File: src/rtl/riscv_pkg.sv
// Shared definitions for the 5-stage RV32I-subset core: opcodes, ALU ops,
// pipeline register layouts, and the instruction decode / immediate helpers.
package riscv_pkg;

   localparam logic [31:0] RESET_PC_DEFAULT = 32'h0000_0000;
   localparam logic [31:0] NOP_INSTR        = 32'h0000_0013;

   localparam logic [6:0] OPC_OP     = 7'h33;
   localparam logic [6:0] OPC_OPIMM  = 7'h13;
   localparam logic [6:0] OPC_LUI    = 7'h37;
   localparam logic [6:0] OPC_LOAD   = 7'h03;
   localparam logic [6:0] OPC_STORE  = 7'h23;
   localparam logic [6:0] OPC_BRANCH = 7'h63;
   localparam logic [6:0] OPC_JAL    = 7'h6f;

   localparam logic [2:0] F3_ADD = 3'd0;
   localparam logic [2:0] F3_SLL = 3'd1;
   localparam logic [2:0] F3_SLT = 3'd2;
   localparam logic [2:0] F3_XOR = 3'd4;
   localparam logic [2:0] F3_SR  = 3'd5;
   localparam logic [2:0] F3_OR  = 3'd6;
   localparam logic [2:0] F3_AND = 3'd7;
   localparam logic [2:0] F3_BEQ = 3'd0;
   localparam logic [2:0] F3_BNE = 3'd1;
   localparam logic [2:0] F3_W   = 3'd2;

   typedef enum logic [3:0] {
      ALU_ADD, ALU_SUB, ALU_AND, ALU_OR, ALU_XOR,
      ALU_SLT, ALU_SLL, ALU_SRL, ALU_SRA, ALU_PASSB
   } alu_op_t;

   typedef struct packed {
      alu_op_t alu_op;
      logic    use_imm;
      logic    reg_write;
      logic    mem_read;
      logic    mem_write;
      logic    branch;
      logic    bne;
      logic    jal;
   } ctrl_t;

   localparam ctrl_t CTRL_NOP = '{ALU_ADD, 1'b1, 1'b0, 1'b0, 1'b0, 1'b0, 1'b0, 1'b0};

   typedef struct packed {
      logic [31:0] pc;
      logic [4:0]  rs1;
      logic [4:0]  rs2;
      logic [4:0]  rd;
      logic [31:0] a;
      logic [31:0] b;
      logic [31:0] imm;
      ctrl_t       ctrl;
   } idex_t;

   localparam idex_t IDEX_NOP = '{32'h0, 5'd0, 5'd0, 5'd0, 32'h0, 32'h0, 32'h0, CTRL_NOP};

   typedef struct packed {
      logic [31:0] alu;
      logic [31:0] store;
      logic [4:0]  rd;
      logic        we;
      logic        mr;
      logic        mw;
   } exmem_t;

   typedef struct packed {
      logic [31:0] data;
      logic [4:0]  rd;
      logic        we;
   } memwb_t;

   // Unsupported encodings fall out with reg_write/mem_write clear, i.e. as NOPs.
   function automatic ctrl_t decode(input logic [31:0] ins);
      ctrl_t      c;
      logic [2:0] f3;
      logic [6:0] f7;
      c  = CTRL_NOP;
      f3 = ins[14:12];
      f7 = ins[31:25];
      case (ins[6:0])
         OPC_OP: begin
            if (f7 == 7'h00 || (f7 == 7'h20 && (f3 == F3_ADD || f3 == F3_SR))) begin
               c.use_imm   = 1'b0;
               c.reg_write = 1'b1;
               case (f3)
                  F3_ADD:  c.alu_op = f7[5] ? ALU_SUB : ALU_ADD;
                  F3_SLL:  c.alu_op = ALU_SLL;
                  F3_SLT:  c.alu_op = ALU_SLT;
                  F3_XOR:  c.alu_op = ALU_XOR;
                  F3_SR:   c.alu_op = f7[5] ? ALU_SRA : ALU_SRL;
                  F3_OR:   c.alu_op = ALU_OR;
                  F3_AND:  c.alu_op = ALU_AND;
                  default: c.reg_write = 1'b0;
               endcase
            end
         end
         OPC_OPIMM: begin
            c.reg_write = 1'b1;
            case (f3)
               F3_ADD: c.alu_op = ALU_ADD;
               F3_SLT: c.alu_op = ALU_SLT;
               F3_XOR: c.alu_op = ALU_XOR;
               F3_OR:  c.alu_op = ALU_OR;
               F3_AND: c.alu_op = ALU_AND;
               F3_SLL: begin
                  if (f7 == 7'h00) c.alu_op = ALU_SLL;
                  else             c.reg_write = 1'b0;
               end
               F3_SR: begin
                  if (f7 == 7'h00)      c.alu_op = ALU_SRL;
                  else if (f7 == 7'h20) c.alu_op = ALU_SRA;
                  else                  c.reg_write = 1'b0;
               end
               default: c.reg_write = 1'b0;
            endcase
         end
         OPC_LUI: begin
            c.alu_op    = ALU_PASSB;
            c.reg_write = 1'b1;
         end
         OPC_LOAD: begin
            if (f3 == F3_W) begin
               c.reg_write = 1'b1;
               c.mem_read  = 1'b1;
            end
         end
         OPC_STORE: begin
            if (f3 == F3_W) c.mem_write = 1'b1;
         end
         OPC_BRANCH: begin
            if (f3 == F3_BEQ || f3 == F3_BNE) begin
               c.branch = 1'b1;
               c.bne    = f3[0];
            end
         end
         OPC_JAL: begin
            c.jal       = 1'b1;
            c.reg_write = 1'b1;
         end
         default: ;
      endcase
      return c;
   endfunction

   function automatic logic [31:0] imm_gen(input logic [31:0] ins);
      case (ins[6:0])
         OPC_OPIMM, OPC_LOAD: return {{20{ins[31]}}, ins[31:20]};
         OPC_STORE:           return {{20{ins[31]}}, ins[31:25], ins[11:7]};
         OPC_BRANCH:          return {{19{ins[31]}}, ins[31], ins[7], ins[30:25], ins[11:8], 1'b0};
         OPC_LUI:             return {ins[31:12], 12'h000};
         OPC_JAL:             return {{11{ins[31]}}, ins[31], ins[19:12], ins[20], ins[30:21], 1'b0};
         default:             return '0;
      endcase
   endfunction

endpackage

File: src/rtl/riscv_regfile.sv
// 32x32 register file, two combinational reads, one synchronous write.
// x0 reads as zero; a same-cycle write is bypassed onto the read ports.
module riscv_regfile (
   input  logic        clk_i,
   input  logic        rst_i,
   input  logic [4:0]  ra1_i,
   output logic [31:0] rd1_o,
   input  logic [4:0]  ra2_i,
   output logic [31:0] rd2_o,
   input  logic        we_i,
   input  logic [4:0]  wa_i,
   input  logic [31:0] wd_i
);

   logic [31:0] regs_q [32];

   always_ff @(posedge clk_i or posedge rst_i) begin
      if (rst_i) begin
         for (int unsigned i = 0; i < 32; i++) regs_q[i] <= '0;
      end else if (we_i && wa_i != 5'd0) begin
         regs_q[wa_i] <= wd_i;
      end
   end

   always_comb begin
      rd1_o = regs_q[ra1_i];
      rd2_o = regs_q[ra2_i];
      if (we_i && wa_i != 5'd0 && wa_i == ra1_i) rd1_o = wd_i;
      if (we_i && wa_i != 5'd0 && wa_i == ra2_i) rd2_o = wd_i;
      if (ra1_i == 5'd0) rd1_o = '0;
      if (ra2_i == 5'd0) rd2_o = '0;
   end

endmodule

File: src/rtl/riscv_cpu.sv
// 5-stage pipelined RV32I-subset core with EX forwarding, load-use stall and
// branch/JAL resolution in EX. Reset input rst_n is active-high.
module riscv_cpu
   import riscv_pkg::*;
#(
   parameter logic [31:0] RESET_PC = RESET_PC_DEFAULT,
   parameter int unsigned XLEN     = 32
) (
   input  logic            clk,
   input  logic            rst_n,
   output logic [XLEN-1:0] imem_addr,
   input  logic [XLEN-1:0] imem_data,
   input  logic            imem_valid,
   output logic [XLEN-1:0] dmem_addr,
   output logic [XLEN-1:0] dmem_data_write,
   input  logic [XLEN-1:0] dmem_data_read,
   output logic            dmem_write_en
);

   logic [31:0] pc_q, pc_d;
   logic [31:0] ifid_instr_q, ifid_instr_d, ifid_pc_q, ifid_pc_d;
   idex_t       idex_q, idex_d;
   exmem_t      exmem_q, exmem_d;
   memwb_t      memwb_q, memwb_d;

   logic [4:0]  id_rs1, id_rs2;
   logic [31:0] rf_rd1, rf_rd2;
   logic [31:0] fwd_a, fwd_b, op_b, alu_res, target;
   logic        take, load_use;

   assign id_rs1 = ifid_instr_q[19:15];
   assign id_rs2 = ifid_instr_q[24:20];

   riscv_regfile u_regfile (
      .clk_i (clk),
      .rst_i (rst_n),
      .ra1_i (id_rs1),
      .rd1_o (rf_rd1),
      .ra2_i (id_rs2),
      .rd2_o (rf_rd2),
      .we_i  (memwb_q.we),
      .wa_i  (memwb_q.rd),
      .wd_i  (memwb_q.data)
   );

   always_comb begin
      fwd_a = idex_q.a;
      if (exmem_q.we && exmem_q.rd != 5'd0 && exmem_q.rd == idex_q.rs1)      fwd_a = exmem_q.alu;
      else if (memwb_q.we && memwb_q.rd != 5'd0 && memwb_q.rd == idex_q.rs1) fwd_a = memwb_q.data;
      fwd_b = idex_q.b;
      if (exmem_q.we && exmem_q.rd != 5'd0 && exmem_q.rd == idex_q.rs2)      fwd_b = exmem_q.alu;
      else if (memwb_q.we && memwb_q.rd != 5'd0 && memwb_q.rd == idex_q.rs2) fwd_b = memwb_q.data;
   end

   always_comb begin
      op_b = idex_q.ctrl.use_imm ? idex_q.imm : fwd_b;
      case (idex_q.ctrl.alu_op)
         ALU_ADD:   alu_res = fwd_a + op_b;
         ALU_SUB:   alu_res = fwd_a - op_b;
         ALU_AND:   alu_res = fwd_a & op_b;
         ALU_OR:    alu_res = fwd_a | op_b;
         ALU_XOR:   alu_res = fwd_a ^ op_b;
         ALU_SLT:   alu_res = {31'd0, $signed(fwd_a) < $signed(op_b)};
         ALU_SLL:   alu_res = fwd_a << op_b[4:0];
         ALU_SRL:   alu_res = fwd_a >> op_b[4:0];
         ALU_SRA:   alu_res = $signed(fwd_a) >>> op_b[4:0];
         ALU_PASSB: alu_res = op_b;
         default:   alu_res = '0;
      endcase
      take   = idex_q.ctrl.jal | (idex_q.ctrl.branch & ((fwd_a == fwd_b) ^ idex_q.ctrl.bne));
      target = idex_q.pc + idex_q.imm;
   end

   assign load_use = idex_q.ctrl.mem_read && idex_q.rd != 5'd0 &&
                     (idex_q.rd == id_rs1 || idex_q.rd == id_rs2);

   // Fetch priority: taken redirect, then load-use hold, then imem_valid.
   always_comb begin
      pc_d         = pc_q;
      ifid_instr_d = ifid_instr_q;
      ifid_pc_d    = ifid_pc_q;
      if (take) begin
         pc_d         = target;
         ifid_instr_d = NOP_INSTR;
      end else if (!load_use) begin
         if (imem_valid) begin
            pc_d         = pc_q + 32'd4;
            ifid_instr_d = imem_data;
            ifid_pc_d    = pc_q;
         end else begin
            ifid_instr_d = NOP_INSTR;
         end
      end

      idex_d      = IDEX_NOP;
      if (!take && !load_use) begin
         idex_d.pc   = ifid_pc_q;
         idex_d.rs1  = id_rs1;
         idex_d.rs2  = id_rs2;
         idex_d.rd   = ifid_instr_q[11:7];
         idex_d.a    = rf_rd1;
         idex_d.b    = rf_rd2;
         idex_d.imm  = imm_gen(ifid_instr_q);
         idex_d.ctrl = decode(ifid_instr_q);
      end

      exmem_d.alu   = idex_q.ctrl.jal ? idex_q.pc + 32'd4 : alu_res;
      exmem_d.store = fwd_b;
      exmem_d.rd    = idex_q.rd;
      exmem_d.we    = idex_q.ctrl.reg_write;
      exmem_d.mr    = idex_q.ctrl.mem_read;
      exmem_d.mw    = idex_q.ctrl.mem_write;

      memwb_d.data  = exmem_q.mr ? dmem_data_read : exmem_q.alu;
      memwb_d.rd    = exmem_q.rd;
      memwb_d.we    = exmem_q.we;
   end

   always_ff @(posedge clk or posedge rst_n) begin
      if (rst_n) begin
         pc_q         <= RESET_PC;
         ifid_instr_q <= NOP_INSTR;
         ifid_pc_q    <= '0;
         idex_q       <= IDEX_NOP;
         exmem_q      <= '0;
         memwb_q      <= '0;
      end else begin
         pc_q         <= pc_d;
         ifid_instr_q <= ifid_instr_d;
         ifid_pc_q    <= ifid_pc_d;
         idex_q       <= idex_d;
         exmem_q      <= exmem_d;
         memwb_q      <= memwb_d;
      end
   end

   assign imem_addr       = pc_q;
   assign dmem_addr       = exmem_q.alu;
   assign dmem_data_write = exmem_q.store;
   assign dmem_write_en   = exmem_q.mw;

endmodule

File: config.mk
export PLATFORM = sky130hd
export DESIGN_NAME = riscv_cpu
export DESIGN_NICKNAME = d
export VERILOG_FILES = /design/src/rtl/riscv_pkg.sv /design/src/rtl/riscv_regfile.sv /design/src/rtl/riscv_cpu.sv
export SDC_FILE = /design/constraint.sdc
export NUM_CORES = 2
export LEC_CHECK = 0
export ABC_AREA = 1
export CORE_UTILIZATION = 27
export DETAILED_ROUTE_END_ITERATION = 6
export HOLD_SLACK_MARGIN = 0.12
export PLACE_DENSITY = 0.46
export SLEW_MARGIN = 0
export SYNTH_ARGS = -nofsm -noshare
export SYNTH_HDL_FRONTEND = slang
export SYNTH_SLANG_ARGS = --single-unit
File: constraint.sdc
create_clock -name clk -period 58.7 [get_ports clk]
set_input_delay 14.675 -clock clk [delete_from_list [all_inputs] [get_ports clk]]
set_output_delay 14.675 -clock clk [all_outputs]
set_load 0.005 [all_outputs]
After elaboration in Yosys (flattened, before gate mapping)
Index checks and enable logic that the tools add are counted.

$add $sub $neg: 5. $lt $le $gt $ge: 5. Eq/ne operators: 33. Shift-type cells: 3. Muxes and demuxes: 52. Bitwise logic cells: 11. Reductions and logical operators: 34.

Operators with widths (number): bitwise mux 1024 bit (1); two-way mux 32 bit (22); binary-select mux 32 bit (select 5 bit) (2); one-hot mux 32 bit (10 select lines) (1); demux 32 bit (select 5 bit) (1); one-hot mux 32 bit (5 select lines) (1); two-way mux 154 bit (1); adder 32 x 3 -> 32 bit (second input constant) (2); adder 32 bit (2); == test 5 bit (8); bitwise AND 32 bit (1); == test 32 bit (1); < comparator 32 bit (1); bitwise OR 32 bit (1); << shifter 32 x 5 -> 32 bit (1); >> shifter 32 x 5 -> 32 bit (1); >>> shifter 32 x 5 -> 32 bit (1); subtractor 32 bit (1); XOR 32 bit (1); == test 7 x 6 -> 1 bit (second input constant) (4); one-hot mux 4 bit (7 select lines) (1); one-hot mux 4 bit (6 select lines) (1); >= comparator 6 bit (second input constant) (3); NOT 5 -> 6 bit (3); 38 further kinds (81).

Register bits after elaboration: 1384. Input port bits: 67. Output and inout port bits: 97. Logic and storage cells: 202.

Longest topological paths before layout
Word-level depth: 12. Gate-level depth with buffers: 37.

Hierarchy
From an unflattened synthesis, not the netlist that was laid out.

Cell total of the unflattened synthesis: 13489. Area total of the unflattened synthesis: 89761.1 um^2.

By module, submodules not included: riscv_regfile (instances 1, cells an instance 8838, area an instance 59667.2 um^2, sequential area each 25624.6 um^2); riscv_cpu (instances 1, cells an instance 4651, area an instance 30093.9 um^2, sequential area each 9013.6 um^2).

Least setup slack after synthesis
OpenSTA, ideal clock, no wires.

Path type: input-to-reg. Start point: input port imem_valid. End point: register pc_q[15], in the netlist imem_addr[15]. Library setup time: 0.117 ns. Arrival time: 15.459 ns. Data required time: 58.583 ns. Slack: 43.124 ns. Stages: 5. Buffers on the path: 1. Path through: nand2_1 > clkbuf_1 > nand2_1 > nand2_1 > nand2_1.

Word-level cells in the longest chain between the ends: 2.

Ends and longest elaborated chain: start: declaration (line riscv_cpu.sv:13) `input logic imem_valid,`; nonzero test 2 bit (no line); AND reduction 2 bit (no line); end signal: assignment (line riscv_cpu.sv:128) `pc_q <= pc_d;`; end: declaration (line riscv_cpu.sv:20) `logic [31:0] pc_q, pc_d;`.

No other way between the ends. A chain may end at the register's enable or synchronous reset.

==> flow_summary.toml <==
[clock_tree]
clock_latency_ps = 880
cts_buffers = 169
root_buffer = "clkbuf_16"
path_clk_slew_ps = 60
ctsHoldBuffers = 0
htree_levels = 4
cts.sinks = 1384
clockBufferDepth = 4
post_cts_resized = 0
cts_tree = "built"
post_cts_buffers = 0

[final_layout]
multiInputGateArea_um2 = 42400
fillers = 34100
seq_area_um2 = 34700
fin_util_pct = 30.4
drive_gt1_share_pct = 5.13
final_common_cell = "nand2_1"
final_cell_mix = "nand2_1, o21ai_0, dfrtp_1, nand3_1, nor2_1"
fin_nets = 11600
syn2layout_area_growth_pct = 11.7

[placement]
place_congestion = 1.03
numPortBuffers = 163
hpwlAfterDp_um = 273000

[floorplan]
initial_utilization_pct = 27.2
coreArea_um2 = 309000
io_pins = 164
chipWidth_um = 560
die_h_um = 560
die-area_um2 = 314000
rows = 204

[outcome]
status = "finished clean"

[synthesis]
syn_inst = 11900
async_flop_share_pct = 100
synth_area_leaders = "dfrtp_1, o21ai_0, nand2_1, nand3_1, a21oi_1"
yosysTopAreaCellShare_pct = 41.0
ys_seq_elements = 1384
yosysSeqAreaShare_pct = 41.2
syn_avg_cell_area_um2 = 7.05
ys.flop_type = "dfrtp_1"
yosysTopAreaCell = "dfrtp_1"
netlist_area_um2 = 84100
syn-num-nets = 12100
synth_edf_count = 0
synth_cell_type_count = 53
ys_warn_count = 0

[drt]
vias_per_cell = 5.46
vias = 85700
drc = 0
wl_um = 420000
ant_nets = 0
detail_route.wl_per_cell_um = 26.8
drt-pass1-iter-count = 7
drtIter0Drc = 11000

[setup_path]
critical_path_class = "in2async"
crit_chain = "clkdlybuf4s50_1, inv_8, buf_12, buf_4, buf_4, buf_4, buf_4"
startpoint = "rst_n"
critPathMostFrequentCell = "buf_4"
worst_ep_required_time_ps = 59560
crit-reg2reg-launch = "memwb_q[3]$_DFF_PP0_"
end_kind = "asynchronous set/reset pin"
arrival_ps = 19830
crit_path_max_incr_delay_ps = 810
cp-start-kind = "input pin"
crit_slowest_cell = "buf_4"
path_max_fanout = 135

[grt]
antenna_found_initial = 39
overflow = 0
use_met1_pct = 37.4
grt_max_degree = 166
grt_use_met3_pct = 4.15
grt_pass1_wl_um = 600000
grt_pass1_vias = 79500
busiest_layer = "met2"
use_met2_pct = 38.9
grt_usage_pct = 26.0

[power_and_ir_drop]
sequentialPowerShare_pct = 40.1
p_leak_uw = 0.0412
p_comb_share_pct = 22.8
powerDensity_nw_per_um2 = 29.9
switching_share_pct = 35.7
peakVddDrop_mv = 0.0231
clkPwrFrac_pct = 37.1
switchingPower_uw = 1000
p_int_uw = 1810

[hold_path]
hp-class = "reg2reg"
hold_start = "exmem_d[2]$_DFF_PP0_"

[timing]
hold_viol_final = 0
final.setup_skew_ps = 52.2
setup_viol = 0
fmax_mhz = 52.7
finalCriticalPeriod_ps = 18970
worst_pin_slew_ps = 1370
slew_violations = 0
slew_headroom_pct = 7.68
finalSetupTns_ps = 0
finalCritPeriodShare_pct = 32.3
grt_setup_unrepaired = "false"

[flow_run]
max_cap_viol_count = 0
-- worst max-delay path, delay by kind of cell --
kind                   cells  cell delay (ps)
buffers and inverters      7             4700
-- stage by stage --
step | instance area [µm²] | power [µW] | setup slack (ps) | hold slack [ps] | cells
finish | 94000 | 2810 | 39730 | 355 | 15700
detailed placement | 88700 | 1770 | 38600 | 337 | 15400
global placement | 88700 | 1770 | 38610 | 334 | 15400
floorplan | 84100 | 1480 | 5010 | 331 | 11900
CTS | 94000 | 2820 | 39530 | 357 | 15700
global route | 94000 | 2920 | 39030 | 366 | 15700
-- cells in the mapped netlist, types with 62 or more instances --
library cell and number:
inv_1 809, dfrtp_1 1380, buf_2 75, nor2_1 880, nand2_1 2628, a21oi_1 837, buf_1 70, buf_4 69
clkbuf_1 825, o21ai_0 2431, ha_1 133, o22ai_1 123, nor3_1 70, nand3_1 917, xor2_1 62, o221ai_1 109
o211ai_1 166
-- final cells by class --
type	instances	area share [%]
Multi-Input combinational cell	8679	45.1
Sequential cell	1384	36.9
Tap cell	4120	5.48
Clock buffer	250	5.23
Timing Repair Buffer	370	3.50
Inverter	835	3.39
Clock inverter	41	0.379
Antenna cell	14	0.0373
-- per-layer routing --
metal,routed length (µm),share of wire (%)
met2,181000,43
met4,16400,3.9
met1,189000,45
met5,67,0.016
met3,34500,8.2
-- flip-flops by register name, summed over array words and instances, names as in the netlist --
name / flops
dmem_addr: 32
dmem_data_write: 32
dmem_write_en: 1
exmem_d: 8
exmem_q: 7
idex_q: 146
ifid_instr_q: 32
ifid_pc_q: 32
imem_addr: 32
memwb_q: 38
u_regfile.regs_q: 1024
-- worst paths after layout --
kind | end | slack (ps) | cells after the start
min reg2reg | exmem_q[2]$_DFF_PP0_ | 350 | 0
min in group asynchronous | u_regfile.regs_q[199]$_DFFE_PP0P_ | 14470 | 2
max reg2reg | dmem_addr[15]$_DFF_PP0_ | 50580 | 25
max in group clk | dmem_addr[19] | 41990 | 1
min | exmem_q[2]$_DFF_PP0_ | 350 | 0
max | dmem_addr[27]$_DFF_PP0_ | 39730 | 7
-- logic make-up (layout without fill, tap and decap cells) --
group	after synthesis	in the layout	share of synthesized area (%)
adder cells (fa/ha/maj)	136	136	2.05
AO/OA/AOI/OAI	3837	3837	24.5
flip-flops	1384	1384	41.2
XOR/XNOR	82	82	0.854
AND/OR/NAND/NOR	4624	4624	22.6
other	0	14	0
buffers and inverters	1877	1496	8.82
-- power groups by stage --
| stage | logic, µW | clock network, µW | registers (µW) |
|---|---|---|---|
| finish | 641 | 1040 | 1130 |
| global route | 693 | 1100 | 1130 |
| floorplan | 382 | 0 | 1100 |
| global placement | 630 | 0 | 1140 |
| detailed placement | 627 | 0 | 1140 |
| CTS | 629 | 1060 | 1120 |
No activity file was read; power rests on OpenSTA's default activity.
